$ cat src/rtl/mfp_multi_digit_seven_segment_display.sv
// Multi-digit hex seven-segment driver: shadowed inputs, static per-digit outputs,
// and a time-multiplexed scan port with leading-zero blanking and per-digit blink.
module mfp_multi_digit_seven_segment_display #(
  parameter int N_DIGITS       = 8,
  parameter int SCAN_DIV       = 50000,
  parameter int BLINK_FRAMES   = 64,
  parameter bit SEG_ACTIVE_LOW = 1'b1,
  parameter bit AN_ACTIVE_LOW  = 1'b1
) (
  input  logic                  clk,
  input  logic                  rst_n,
  input  logic [4*N_DIGITS-1:0] number,
  input  logic [N_DIGITS-1:0]   dots,
  input  logic [N_DIGITS-1:0]   blink,
  input  logic                  blank_lz,
  input  logic                  load,
  output logic [7*N_DIGITS-1:0] seg_static,
  output logic [N_DIGITS-1:0]   dp_static,
  output logic [6:0]            seg_scan,
  output logic                  dp_scan,
  output logic [N_DIGITS-1:0]   anode,
  output logic                  frame_done
);

  localparam int IW = (N_DIGITS > 1) ? $clog2(N_DIGITS) : 1;
  localparam int PW = $clog2(SCAN_DIV);
  localparam int FW = (BLINK_FRAMES > 1) ? $clog2(BLINK_FRAMES) : 1;

  localparam logic [7*N_DIGITS-1:0] SEG_ST_INV = {(7*N_DIGITS){SEG_ACTIVE_LOW}};
  localparam logic [N_DIGITS-1:0]   DP_ST_INV  = {N_DIGITS{SEG_ACTIVE_LOW}};
  localparam logic [6:0]            SEG_SC_INV = {7{SEG_ACTIVE_LOW}};
  localparam logic [N_DIGITS-1:0]   AN_INV     = {N_DIGITS{AN_ACTIVE_LOW}};

  function automatic logic [6:0] hex7(input logic [3:0] h);
    logic [6:0] s;
    case (h)
      4'h0: s = 7'h3F;  4'h1: s = 7'h06;  4'h2: s = 7'h5B;  4'h3: s = 7'h4F;
      4'h4: s = 7'h66;  4'h5: s = 7'h6D;  4'h6: s = 7'h7D;  4'h7: s = 7'h07;
      4'h8: s = 7'h7F;  4'h9: s = 7'h6F;  4'hA: s = 7'h77;  4'hB: s = 7'h7C;
      4'hC: s = 7'h39;  4'hD: s = 7'h5E;  4'hE: s = 7'h79;  default: s = 7'h71;
    endcase
    return s;
  endfunction

  logic [4*N_DIGITS-1:0] num_q, num_d;
  logic [N_DIGITS-1:0]   dots_q, dots_d, blink_q, blink_d;
  logic [PW-1:0]         presc_q, presc_d;
  logic [IW-1:0]         idx_q, idx_d;
  logic [FW-1:0]         frm_q, frm_d;
  logic                  phase_q, phase_d;
  logic                  frame_done_q, frame_done_d;
  logic [7*N_DIGITS-1:0] seg_static_q, seg_static_d;
  logic [N_DIGITS-1:0]   dp_static_q, dp_static_d;
  logic [6:0]            seg_scan_q, seg_scan_d;
  logic                  dp_scan_q, dp_scan_d;
  logic [N_DIGITS-1:0]   anode_q, anode_d;

  logic                  tick, wrap;
  logic                  hi_zero_run;
  logic [N_DIGITS-1:0]   blank;
  logic [7*N_DIGITS-1:0] seg_act;
  logic [N_DIGITS-1:0]   dp_act;
  logic [6:0]            seg_sel;
  logic                  dp_sel;
  logic [N_DIGITS-1:0]   an_sel;

  assign tick = (presc_q == PW'(SCAN_DIV - 1));
  assign wrap = tick && (idx_q == IW'(N_DIGITS - 1));

  always_comb begin
    num_d   = num_q;
    dots_d  = dots_q;
    blink_d = blink_q;
    if (load) begin
      num_d   = number;
      dots_d  = dots;
      blink_d = blink;
    end

    presc_d = tick ? '0 : presc_q + PW'(1);
    idx_d   = idx_q;
    if (wrap)      idx_d = '0;
    else if (tick) idx_d = idx_q + IW'(1);

    frm_d   = frm_q;
    phase_d = phase_q;
    if (wrap) begin
      if (frm_q == FW'(BLINK_FRAMES - 1)) begin
        frm_d   = '0;
        phase_d = ~phase_q;
      end else begin
        frm_d = frm_q + FW'(1);
      end
    end
    frame_done_d = wrap;
  end

  // Walk from the top digit down so hi_zero_run means "this digit and all above are 0".
  always_comb begin
    hi_zero_run = 1'b1;
    blank       = '0;
    seg_act     = '0;
    dp_act      = '0;
    for (int i = N_DIGITS - 1; i >= 0; i--) begin
      hi_zero_run = hi_zero_run && (num_q[4*i +: 4] == 4'h0);
      blank[i]    = (blank_lz && (i > 0) && hi_zero_run) || (blink_q[i] && phase_q);
      seg_act[7*i +: 7] = blank[i] ? 7'h00 : hex7(num_q[4*i +: 4]);
      dp_act[i]   = dots_q[i] && !blank[i];
    end
  end

  always_comb begin
    seg_sel = '0;
    dp_sel  = 1'b0;
    an_sel  = '0;
    for (int i = 0; i < N_DIGITS; i++) begin
      if (idx_q == IW'(i)) begin
        seg_sel   = seg_act[7*i +: 7];
        dp_sel    = dp_act[i];
        an_sel[i] = 1'b1;
      end
    end
    seg_static_d = seg_act ^ SEG_ST_INV;
    dp_static_d  = dp_act ^ DP_ST_INV;
    seg_scan_d   = seg_sel ^ SEG_SC_INV;
    dp_scan_d    = dp_sel ^ SEG_ACTIVE_LOW;
    anode_d      = an_sel ^ AN_INV;
  end

  always_ff @(posedge clk or negedge rst_n) begin
    if (!rst_n) begin
      num_q        <= '0;
      dots_q       <= '0;
      blink_q      <= '0;
      presc_q      <= '0;
      idx_q        <= '0;
      frm_q        <= '0;
      phase_q      <= 1'b0;
      frame_done_q <= 1'b0;
      seg_static_q <= SEG_ST_INV;
      dp_static_q  <= DP_ST_INV;
      seg_scan_q   <= SEG_SC_INV;
      dp_scan_q    <= SEG_ACTIVE_LOW;
      anode_q      <= AN_INV;
    end else begin
      num_q        <= num_d;
      dots_q       <= dots_d;
      blink_q      <= blink_d;
      presc_q      <= presc_d;
      idx_q        <= idx_d;
      frm_q        <= frm_d;
      phase_q      <= phase_d;
      frame_done_q <= frame_done_d;
      seg_static_q <= seg_static_d;
      dp_static_q  <= dp_static_d;
      seg_scan_q   <= seg_scan_d;
      dp_scan_q    <= dp_scan_d;
      anode_q      <= anode_d;
    end
  end

  assign seg_static = seg_static_q;
  assign dp_static  = dp_static_q;
  assign seg_scan   = seg_scan_q;
  assign dp_scan    = dp_scan_q;
  assign anode      = anode_q;
  assign frame_done = frame_done_q;

endmodule
$ cat config.mk
export PLATFORM = sky130hd
export DESIGN_NAME = mfp_multi_digit_seven_segment_display
export DESIGN_NICKNAME = d
export VERILOG_FILES = /design/src/rtl/mfp_multi_digit_seven_segment_display.sv
export SDC_FILE = /design/constraint.sdc
export NUM_CORES = 1
export LEC_CHECK = 0
export CAP_MARGIN = 10
export CORE_MARGIN = 1.5
export CORE_UTILIZATION = 30
export DETAILED_ROUTE_END_ITERATION = 8
export SYNTH_ARGS = -nofsm -noshare
export SYNTH_HDL_FRONTEND = slang
export SYNTH_SLANG_ARGS = --single-unit
$ cat constraint.sdc
create_clock -name clk -period 3.5 [get_ports clk]
set_clock_uncertainty 0.1 [all_clocks]
set_input_delay 0.35 -clock clk [delete_from_list [all_inputs] [get_ports clk]]
set_output_delay 0.35 -clock clk [all_outputs]
set_load 0.02 [all_outputs]
Yosys cells after proc, flatten, opt, wreduce, memory -nomap -nowiden
Memory sizes are Yosys's and may differ from the RTL's. Cells that the tools add are included.

Add/subtract/negate cells: 3. Eq/ne operators: 9. Multiplexer cells: 36. Bitwise operators: 6. Reduce and logical (&&, ||, !) cells: 55.

Operators by type and width (number): two-way mux 7 bit (16); NOT 56 bit (1); logical AND 1 bit (30); logical NOT 4 bit (7); adder 16 x 1 -> 16 bit, second input constant (1); equality test 16 bit, second input constant (1); two-way mux 1 bit (16); two-way mux 16 bit (1); NOT 8 bit (2); equality test 3 bit, second input constant (4); logical NOT 1 bit (8); logical OR 1 bit (7); NOT 7 bit (1); adder 6 x 1 -> 6 bit, second input constant (1); equality test 3 x 2 -> 1 bit, second input constant (2); equality test 6 bit, second input constant (1); two-way mux 3 bit (2); two-way mux 6 bit (1); adder 3 x 1 -> 3 bit, second input constant (1); equality test 3 x 1 -> 1 bit, second input constant (1); logical NOT 3 bit (1); NOT 1 bit (2); AND reduction 2 bit (1); nonzero test 2 bit (1).

Register bits after elaboration: 155. Bits in read-only memories: 896. Input bits: 52. Output and inout bits: 81. Logic and storage cells: 130. Memories kept: 8.

Memories: (name not given) (depth 16, bits a word 7, rd ports 1, clocked after memory_dff 0, write ports 0, RTL line 36) `case (h)`; (name not given) (depth 16, bits a word 7, rd ports 1, clocked after memory_dff 0, write ports 0, RTL line 36); (name not given) (depth 16, bits a word 7, rd ports 1, clocked after memory_dff 0, write ports 0, RTL line 36); (name not given) (depth 16, bits a word 7, rd ports 1, clocked after memory_dff 0, write ports 0, RTL line 36); (name not given) (depth 16, bits a word 7, rd ports 1, clocked after memory_dff 0, write ports 0, RTL line 36); (name not given) (depth 16, bits a word 7, rd ports 1, clocked after memory_dff 0, write ports 0, RTL line 36); 2 more memories.

Longest topological paths before layout
Gate-level depths: netlist of the first run.

Word-level depth: 19. Depth in mapped cells: 10. Mapped depth without buffers: 9.

Least setup slack after synthesis of the first run
No wires, ideal clock.

Kind: register to register. Start: reg num_q[12]. End: reg seg_scan_q[1] (netlist: seg_scan[1]). Setup time: 0.084 ns. Data arrival time: 2.044 ns. Data required time: 3.316 ns. Slack: 1.272 ns. Stages on the path, launching flop included: 9. Buffers on the path: 0. Period minus slack after synthesis: 2.228 ns. Cell sequence: dfrtp_1 inv_1 ha_1 or3b_2 nand2b_1 o21ai_0 o211ai_1 a31o_2 o2111ai_1.

Longest elaborated chain between the ends: 15. Elaborated cells between the ends (all ways): 22. Those cells by class: mux (10); bitwise (1); reduce/logical (10); memory (1).

RTL lines: from (decl) (RTL line 45) `logic [4*N_DIGITS-1:0] num_q, num_d;`; from (signal assigned) (RTL line 146) `num_q <= num_d;`; logical NOT 4 bit (RTL line 105) `hi_zero_run = hi_zero_run && (num_q[4*i +: 4] == 4'h0);`; logical AND 1 bit (3 in series) (RTL line 105); logical AND 1 bit (RTL line 106) `blank[i] = (blank_lz && (i > 0) && hi_zero_run) || (blink_q[i] && phase_q);`; logical OR 1 bit (RTL line 106); two-way mux 7 bit (RTL line 107) `seg_act[7*i +: 7] = blank[i] ? 7'h00 : hex7(num_q[4*i +: 4]);`; two-way mux 7 bit (2 in series) (RTL line 117) `if (idx_q == IW'(i)) begin`; two-way mux 7 bit (*) (5 in series) (RTL line 117); NOT 7 bit (no source line) (*); named net seg_scan_d[1] (RTL line 54) `logic [6:0] seg_scan_q, seg_scan_d;`; to (signal assigned) (RTL line 156) `seg_scan_q <= seg_scan_d;`; to (decl) (RTL line 54).

Mark *: on every way through the listed nets, which the timed path passes. The rest lies on a longest branch. A chain may end at the register's enable or synchronous reset.

Final worst setup path of the first run
Start: reg num_q[16]. End: reg seg_scan_q[3] (netlist: seg_scan[3]).

Longest elaborated chain between the ends: 16. Elaborated cells between the ends (all ways): 26. Those cells by class: mux (11); bitwise (1); reduce/logical (13); memory (1).

RTL lines (RTL line): logical NOT 4 bit (105); logical AND 1 bit (4 in series) (105); logical AND 1 bit (106); logical OR 1 bit (106); two-way mux 7 bit (107); two-way mux 7 bit (3 in series) (117); two-way mux 7 bit (*) (4 in series) (117); NOT 7 bit (no source line) (*); named net seg_scan_d[3] (54).

Marks and branches as above.

==> impl_results.rst, run 1 <==
.. list-table::
   :header-rows: 1

   * - Metric
     - Value
   * - Fmax achieved
     - 364 MHz
   * - Start point of the critical path
     - num_q[16]
   * - Normalized max-slew margin
     - 44.2%
   * - Largest net degree at the start of global routing
     - roughly 70
   * - TritonCTS Sinks
     - approximately 160
   * - Total Neg Setup Slack
     - 0 ns
   * - Most common cell in the netlist
     - sky130_fd_sc_hd__nand2_1
   * - Main area contributors after synthesis
     - sky130_fd_sc_hd__dfstp_2 26%, sky130_fd_sc_hd__dfrtp_1 23%, sky130_fd_sc_hd__ha_1 7.4%
   * - Count of hold buffers inserted by post-cts repair
     - 1
   * - Actual slew at the worst max-slew pin
     - approximately 0.83 ns
   * - Net count of the mapped netlist
     - 873
   * - MaxCap Viol Count
     - 0
   * - Type of the worst min-delay path
     - flip-flop to flip-flop
   * - Number of global-route vias before repair
     - between 6000 and 7000
   * - Req. time, crit path
     - 3.73 ns
   * - Bufs on Longest Clock Path
     - 2
   * - Post-synthesis average cell area
     - 10.4 sq um
   * - Top post-synthesis cells by count
     - 85 x sky130_fd_sc_hd__nand2_1, 80 x sky130_fd_sc_hd__dfstp_2, 75 x sky130_fd_sc_hd__dfrtp_1
   * - Port bufs
     - 132
   * - Arrival @ worst endpoint
     - 2.98 ns
   * - Max-slew violation total from the final report
     - 0
   * - H-Tree Level Count
     - 4
   * - Shortest clock period the worst path allows after layout
     - between 2 and 3 ns
   * - Detailed Route Iter0 Violations
     - 503
   * - Reg-to-reg startpoint
     - num_q[16]
   * - Fraction of final layout cells sized beyond drive strength 1
     - between 15 and 20%
   * - Cell taking the most area after synthesis
     - sky130_fd_sc_hd__dfstp_2
   * - Met3 wire length
     - between 1000 and 1500 um
   * - Antenna violations before repair
     - 0
   * - Postcts setup bufs
     - 0
   * - Routed vias/inst
     - roughly 5
   * - Core region area
     - 0.0262 sq mm
   * - Timing endpoint of the critical path
     - seg_scan[3]
   * - Worst path depth
     - 8
   * - Post-Synthesis Cell Area
     - around 0.0081 sq mm
   * - DIE HEIGHT
     - between 150 and 200 um
   * - Setup slack on the worst flop-to-flop path
     - ~0.75 ns
   * - Fill count
     - ~2500
   * - Maximum fanout along the worst path
     - 7
   * - Uppermost routed layer
     - met4
   * - Pwr per Cell Area
     - 494 mW/mm^2
   * - NumNets Final
     - 994
   * - Antenna-violating nets left
     - 0
   * - Fraction of the yosys area taken by sequential cells
     - around half
   * - First-pass DRT Iterations
     - 5
   * - Yosys synthesis warning count
     - 0
   * - Number of primary I/O pins
     - approximately 130
   * - Number of hold violations in the final report
     - 0
   * - Routability congestion estimate
     - a little under 0.9
   * - Leakage power summed over all cells
     - 4.31 nW
   * - Die Span X
     - ~170 um
   * - First-pass GRT wire length
     - 34500 um
   * - Cell family with most CP delay
     - compound AO/OA/AOI/OAI gates
   * - Capturing element type of the critical path
     - flip-flop
   * - Post-detailed-route DRC marker count
     - 0
   * - CP Cell Sequence
     - inv_1, ha_1, nor3b_1, nand4_2, o21ai_1, o221a_2, a2111oi_0, o31ai_1
   * - Die Footprint
     - between 0.02 and 0.03 sq mm
   * - Worst voltage drop across the vdd grid
     - around 0.00028 V
   * - Total of cells resized after clock tree synthesis
     - 0
   * - Count of standard-cell rows
     - between 50 and 60
   * - Antenna fix cells
     - 0
   * - Count of flip-flops with a built-in enable after synthesis
     - 0
   * - Highest-delay cell along the critical path
     - sky130_fd_sc_hd__nor3b_1
   * - Endpoint of the lowest-slack register-to-register path
     - seg_scan[3]
   * - GRT Total Usage
     - around 16%
   * - Nature of the critical path startpoint
     - flip-flop
   * - Primary flip-flop cell chosen by synthesis mapping
     - sky130_fd_sc_hd__dfstp_2
   * - Synthesis-to-finish area growth
     - 27.6%
   * - Gate count of the mapped netlist
     - about 770
   * - Clock latency of the later-clocked register in the worst-skew pair
     - between 0.4 and 0.5 ns
   * - Critical path buffer and inverter count
     - 1
   * - Clock edge transition at the registers on the reported setup and hold paths
     - around 0.060 ns
   * - Final HPWL DP
     - around 16000 um
   * - Distinct cell type count after synthesis
     - 70
   * - Classification of the worst setup path
     - flip-flop to flip-flop
   * - Proportion of register bits with asynchronous set or reset after synthesis
     - between 90% and 100%
   * - Average wire per standard cell
     - 17.7 um
   * - Total length of routed wires
     - about 22000 um
   * - Top cell type's share of synthesized area
     - approximately a quarter
   * - Number of storage elements in the synthesis netlist
     - ~160
   * - Met2 routed WL
     - slightly above 10000 um
   * - Unrepaired setup endpoints after global routing
     - false
   * - Final Cycle Share
     - approximately four fifths
   * - Inserted Clock Buffers
     - 17
   * - GRT overflow
     - 0
   * - Routed length on met1
     - between 10000 and 15000 um
   * - TritonCTS clock tree
     - yes
   * - Delay of the slowest cell on the worst path
     - around 0.46 ns
   * - Setup-failing EPs final
     - 0
   * - Worst R2R Path Depth
     - 8
   * - Root cell of the clock tree
     - sky130_fd_sc_hd__clkbuf_16
   * - Initial Util
     - approximately 30%
   * - Utilization after layout
     - between 30% and 40%
   * - Run status
     - finished, final reports clean
   * - Number of vias after detailed routing
     - approximately 6200
==> per-layer routing <==
metal,GRT usage [%],vias to the layer above
li1,-,2989
met1,21.6,2974
met2,24.9,200
met3,4.11,28
met4,4.94,0
met5,0,-
==> cell usage in the layout (no fill, tap or decap), drive strengths merged, types with 7 or more instances in the layout <==
| cell type | netlist | routed |
|---|---|---|
| mux2i | 7 | 7 |
| o211ai | 16 | 16 |
| dfrtp | 75 | 75 |
| mux2 | 34 | 34 |
| nand2b | 22 | 22 |
| xnor2 | 8 | 8 |
| or2 | 11 | 11 |
| o21ai | 50 | 50 |
| nand3 | 31 | 31 |
| and2 | 7 | 7 |
| a22oi | 9 | 9 |
| a21oi | 14 | 14 |
| dfstp | 80 | 80 |
| inv | 39 | 41 |
| o311ai | 18 | 18 |
| nor3 | 10 | 10 |
| ha | 48 | 48 |
| clkdlybuf4s50 | 0 | 130 |
| clkbuf | 33 | 22 |
| nor2 | 43 | 43 |
| nand2 | 85 | 85 |
| buf | 4 | 8 |
| nor2b | 25 | 25 |
==> registers in the layout, indices dropped and copies added, names as in the netlist, 7 cells and up <==
register    cells
dp_static       8
seg_scan        7
num_q          32
seg_static     56
anode           8
blink_q         8
dots_q          8
presc_q        16
==> layout make-up <==
| cell class | instances | area [sq um] | area share (%) |
|---|---|---|---|
| Clock buffer | 22 | 454 | 4.41 |
| Clock inverter | 10 | 119 | 1.15 |
| Inverter | 41 | 155 | 1.51 |
| Multi-Input combinational cell | 540 | 3790 | 36.8 |
| Sequential cell | 155 | 3980 | 38.6 |
| Tap cell | 335 | 419 | 4.07 |
| Timing Repair Buffer | 139 | 1390 | 13.4 |
==> cells by family (layout without fill, tap and decap cells) <==
family | count (synthesis) | after routing | synth area share [%]
fa+ha+maj | 48 | 48 | 7.44
compound gates | 165 | 165 | 14.4
flops | 155 | 155 | 49.3
xor+xnor | 14 | 14 | 1.52
buf+inv | 78 | 212 | 3.75
simple gates | 269 | 269 | 17.0
mux | 44 | 44 | 6.54
==> stage by stage <==
step / instances / cell area (sq um) / hold WS [ns] / setup slack [ns] / power, W
global route: 1242 / 10300 / 0.342 / 0.606 / 0.00533
global placement: 1209 / 9720 / 0.237 / 0.865 / 0.00331
CTS: 1242 / 10300 / 0.303 / 0.786 / 0.00515
detailed placement: 1209 / 9720 / 0.236 / 0.811 / 0.00331
finish: 1242 / 10300 / 0.301 / 0.754 / 0.00509
floorplan: 773 / 8070 / -0.0456 / 1.27 / 0.00278
==> where the power goes <==
part	internal, W	switching [W]	leakage, nW
Combinational	0.000497	0.000550	2.27
Sequential	0.00206	0.000170	1.77
Clock	0.00107	0.000740	0.271
==> how the worst min path moves through the flow <==
stage,startpoint,to,cells past startpoint
after floorplan,rst_n,blink_q[0],0
after global placement,rst_n,dots_q[0],1
after detailed placement,rst_n,dots_q[0],1
after CTS,dots_q[1],dp_static[1],1
after global routing,dots_q[1],dp_static[1],1
final,dots_q[1],dp_static[1],1
Power figures use the tool's default switching activity.
==> run 2: changes to the inputs <==
==> constraint.sdc (replaced) <==
create_clock -name clk -period 2.3 [get_ports clk]
set_clock_uncertainty 0.1 [all_clocks]
set_input_delay 0.23 -clock clk [delete_from_list [all_inputs] [get_ports clk]]
set_output_delay 0.23 -clock clk [all_outputs]
set_load 0.02 [all_outputs]
==> impl_results.rst, run 2 (synthesis results as in run 1) <==
.. list-table::
   :header-rows: 1

   * - Metric
     - Value
   * - Total length of routed wires
     - 23300 um (was 22000 um)
   * - Antenna-violating nets left
     - 0 (unchanged)
   * - Routed vias/inst
     - 4.97 (was 4.98)
   * - First-pass DRT Iterations
     - 5 (unchanged)
   * - Antenna violations before repair
     - 0 (unchanged)
   * - Start point of the critical path
     - num_q[4] (was num_q[16])
   * - Smallest hold slack
     - 0.152 ns (was 0.301 ns)
   * - Detailed Route Iter0 Violations
     - 334 (was 503)
   * - TritonCTS Sinks
     - 155 (unchanged)
   * - TritonCTS clock tree
     - yes (unchanged)
   * - Final HPWL DP
     - 17200 um (was 16500 um)
   * - Post-detailed-route DRC marker count
     - 0 (unchanged)
   * - Number of hold violations in the final report
     - 0 (unchanged)
   * - Bufs on Longest Clock Path
     - 2 (unchanged)
   * - Root cell of the clock tree
     - sky130_fd_sc_hd__clkbuf_16 (unchanged)
   * - Total Neg Setup Slack
     - 0 ns (unchanged)
   * - Req. time, crit path
     - 2.54 ns (was 3.73 ns)
   * - GRT Total Usage
     - 16.9% (was 15.9%)
   * - Antenna fix cells
     - 0 (unchanged)
   * - Fill count
     - 2443 (was 2486)
   * - Classification of the worst setup path
     - flip-flop to flip-flop (unchanged)
   * - Worst R2R Path Depth
     - 6 (was 8)
   * - Number of vias after detailed routing
     - 6767 (was 6191)
   * - Synthesis-to-finish area growth
     - 42.8% (was 27.6%)
   * - Routability congestion estimate
     - 0.884 (was 0.882)
   * - Nature of the critical path startpoint
     - flip-flop (unchanged)
   * - Count of standard-cell rows
     - 59 (unchanged)
   * - Run status
     - finished, final reports clean (unchanged)
   * - Clock edge transition at the registers on the reported setup and hold paths
     - 0.07 ns (was 0.06 ns)
   * - Final Cycle Share
     - 99.1% (was 78.5%)
   * - Commonest non-fill, non-tap cells in the layout
     - 130 x sky130_fd_sc_hd__clkdlybuf4s50_1, 119 x sky130_fd_sc_hd__buf_4, 84 x sky130_fd_sc_hd__nand2_1 (was 130 x sky130_fd_sc_hd__clkdlybuf4s50_1, 85 x sky130_fd_sc_hd__nand2_1, 80 x sky130_fd_sc_hd__dfstp_2)
   * - GRT overflow
     - 0 (unchanged)
   * - Setup-failing EPs final
     - 0 (unchanged)
   * - Port bufs
     - 132 (unchanged)
   * - Number of primary I/O pins
     - 133 (unchanged)
   * - Max-slew violation total from the final report
     - 0 (unchanged)
   * - Die Footprint
     - 0.0279 sq mm (unchanged)
   * - Clock latency of the later-clocked register in the worst-skew pair
     - 0.43 ns (was 0.42 ns)
   * - H-Tree Level Count
     - 4 (unchanged)
   * - Actual slew at the worst max-slew pin
     - 0.732 ns (was 0.826 ns)
   * - Largest net degree at the start of global routing
     - 72 (unchanged)
   * - Capturing element type of the critical path
     - flip-flop (unchanged)
   * - Maximum fanout along the worst path
     - 4 (was 7)
   * - Fraction of final layout cells sized beyond drive strength 1
     - 33.2% (was 19.6%)
   * - First-pass GRT wire length
     - 36900 um (was 34500 um)
   * - Leakage power summed over all cells
     - 4.96 nW (was 4.31 nW)
   * - Arrival @ worst endpoint
     - 2.52 ns (was 2.98 ns)
   * - Shortest clock period the worst path allows after layout
     - 2.28 ns (was 2.75 ns)
   * - Number of global-route vias before repair
     - 6615 (was 6131)
   * - Largest register FFs
     - 56 (unchanged)
   * - Unrepaired setup endpoints after global routing
     - true (was false)
   * - Core region area
     - 0.0262 sq mm (unchanged)
   * - Timing endpoint of the critical path
     - seg_scan[3] (unchanged)
   * - Fmax achieved
     - 439 MHz (was 364 MHz)
   * - Average wire per standard cell
     - 17.1 um (was 17.7 um)
   * - Pwr per Cell Area
     - 710 mW/mm^2 (was 494 mW/mm^2)
   * - Most common cell after layout, fill and taps aside
     - sky130_fd_sc_hd__clkdlybuf4s50_1 (unchanged)
   * - Initial Util
     - 30.8% (unchanged)
   * - Endpoint of the lowest-slack register-to-register path
     - seg_scan[3] (unchanged)
   * - DIE HEIGHT
     - 167 um (unchanged)
   * - NumNets Final
     - 1114 (was 994)
   * - MaxCap Viol Count
     - 0 (unchanged)
   * - Reg-to-reg startpoint
     - num_q[4] (was num_q[16])
   * - Type of the worst min-delay path
     - primary input to async pin (was flip-flop to flip-flop)
   * - Inserted Clock Buffers
     - 17 (unchanged)
   * - Die Span X
     - 167 um (unchanged)
   * - Setup slack on the worst flop-to-flop path
     - 0.02 ns (was 0.75 ns)
   * - Normalized max-slew margin
     - 50.6% (was 44.2%)
   * - Worst voltage drop across the vdd grid
     - 0.000442 V (was 0.000281 V)
## run 2: cell types whose count changed in the layout (fill, tap and decap cells not counted), moves of 7 or more
cell / delta
sky130_fd_sc_hd__o311ai_1: +7
sky130_fd_sc_hd__buf_4: +114
sky130_fd_sc_hd__ha_1: -7
sky130_fd_sc_hd__inv_1: -8
sky130_fd_sc_hd__inv_2: +8
sky130_fd_sc_hd__o311ai_0: -7
## run 2: how the worst min path moves through the flow
stage | from | end | slack [ns]
4_1_cts | rst_n | num_q[30] | 0.14
3_5_place_dp | rst_n | num_q[30] | 0.03
6_report | rst_n | num_q[30] | 0.15
5_1_grt | rst_n | num_q[30] | 0.18
2_1_floorplan | rst_n | blink_q[0] | -0.17
3_3_place_gp | rst_n | num_q[30] | 0.03
## run 2: report_power, final
part / internal [W] / leakage [nW] / total [W] / switching, W
sequential: 0.00314 / 1.77 / 0.00331 / 0.000175
clock: 0.00170 / 0.280 / 0.00289 / 0.00119
combinational: 0.000980 / 2.91 / 0.00198 / 0.00100
total: 0.00582 / 4.96 / 0.00819 / 0.00237
## run 2: critical path, cell delays in order (launching register included)
cell                        delay [ns]
sky130_fd_sc_hd__dfrtp_1          0.42
sky130_fd_sc_hd__buf_4            0.15
sky130_fd_sc_hd__ha_1             0.22
sky130_fd_sc_hd__mux4_2           0.51
sky130_fd_sc_hd__o221a_4          0.32
sky130_fd_sc_hd__a2111oi_4        0.33
sky130_fd_sc_hd__o31ai_1          0.14
## run 2: area by class of cell
type,count,area (sq um),area share [%]
tap,335,419,3.64
sequential,155,3980,34.5
multi-input combinational,540,4050,35.2
inverter,41,155,1.35
timing repair buffer,259,2320,20.1
clock inverter,11,135,1.17
clock buffer,21,470,4.08
## run 2: what timing repair did
action,CTS,global route
buffers inserted,0,12
hold buffers,1,0
endpoints found under the hold margin,64,0
setup endpoints to repair,3,9
gates cloned,0,0
pin swaps,0,15
resized for setup,11,63
## run 2: layer usage
metal / part of all wire (%) / track usage [%] / routed length, um
met4: 1.3 / 4.70 / 312
met3: 5.3 / 3.45 / 1240
met5: 0 / 0 / 0
met2: 47 / 26.9 / 11000
met1: 46 / 23.4 / 10700
## run 2: stage by stage
stage	instance area [sq um]	total power, W	util [%]	worst slack [ns]	cells
floorplan	8070	0.00423	-	0.0717	773
global placement	10600	0.00523	40.3	-0.0212	1318
detailed placement	10600	0.00523	40.3	-0.241	1318
CTS	11200	0.00819	42.8	-0.00485	1351
global route	11500	0.00854	44.0	-0.0589	1362
finish	11500	0.00819	44.0	0.0203	1362
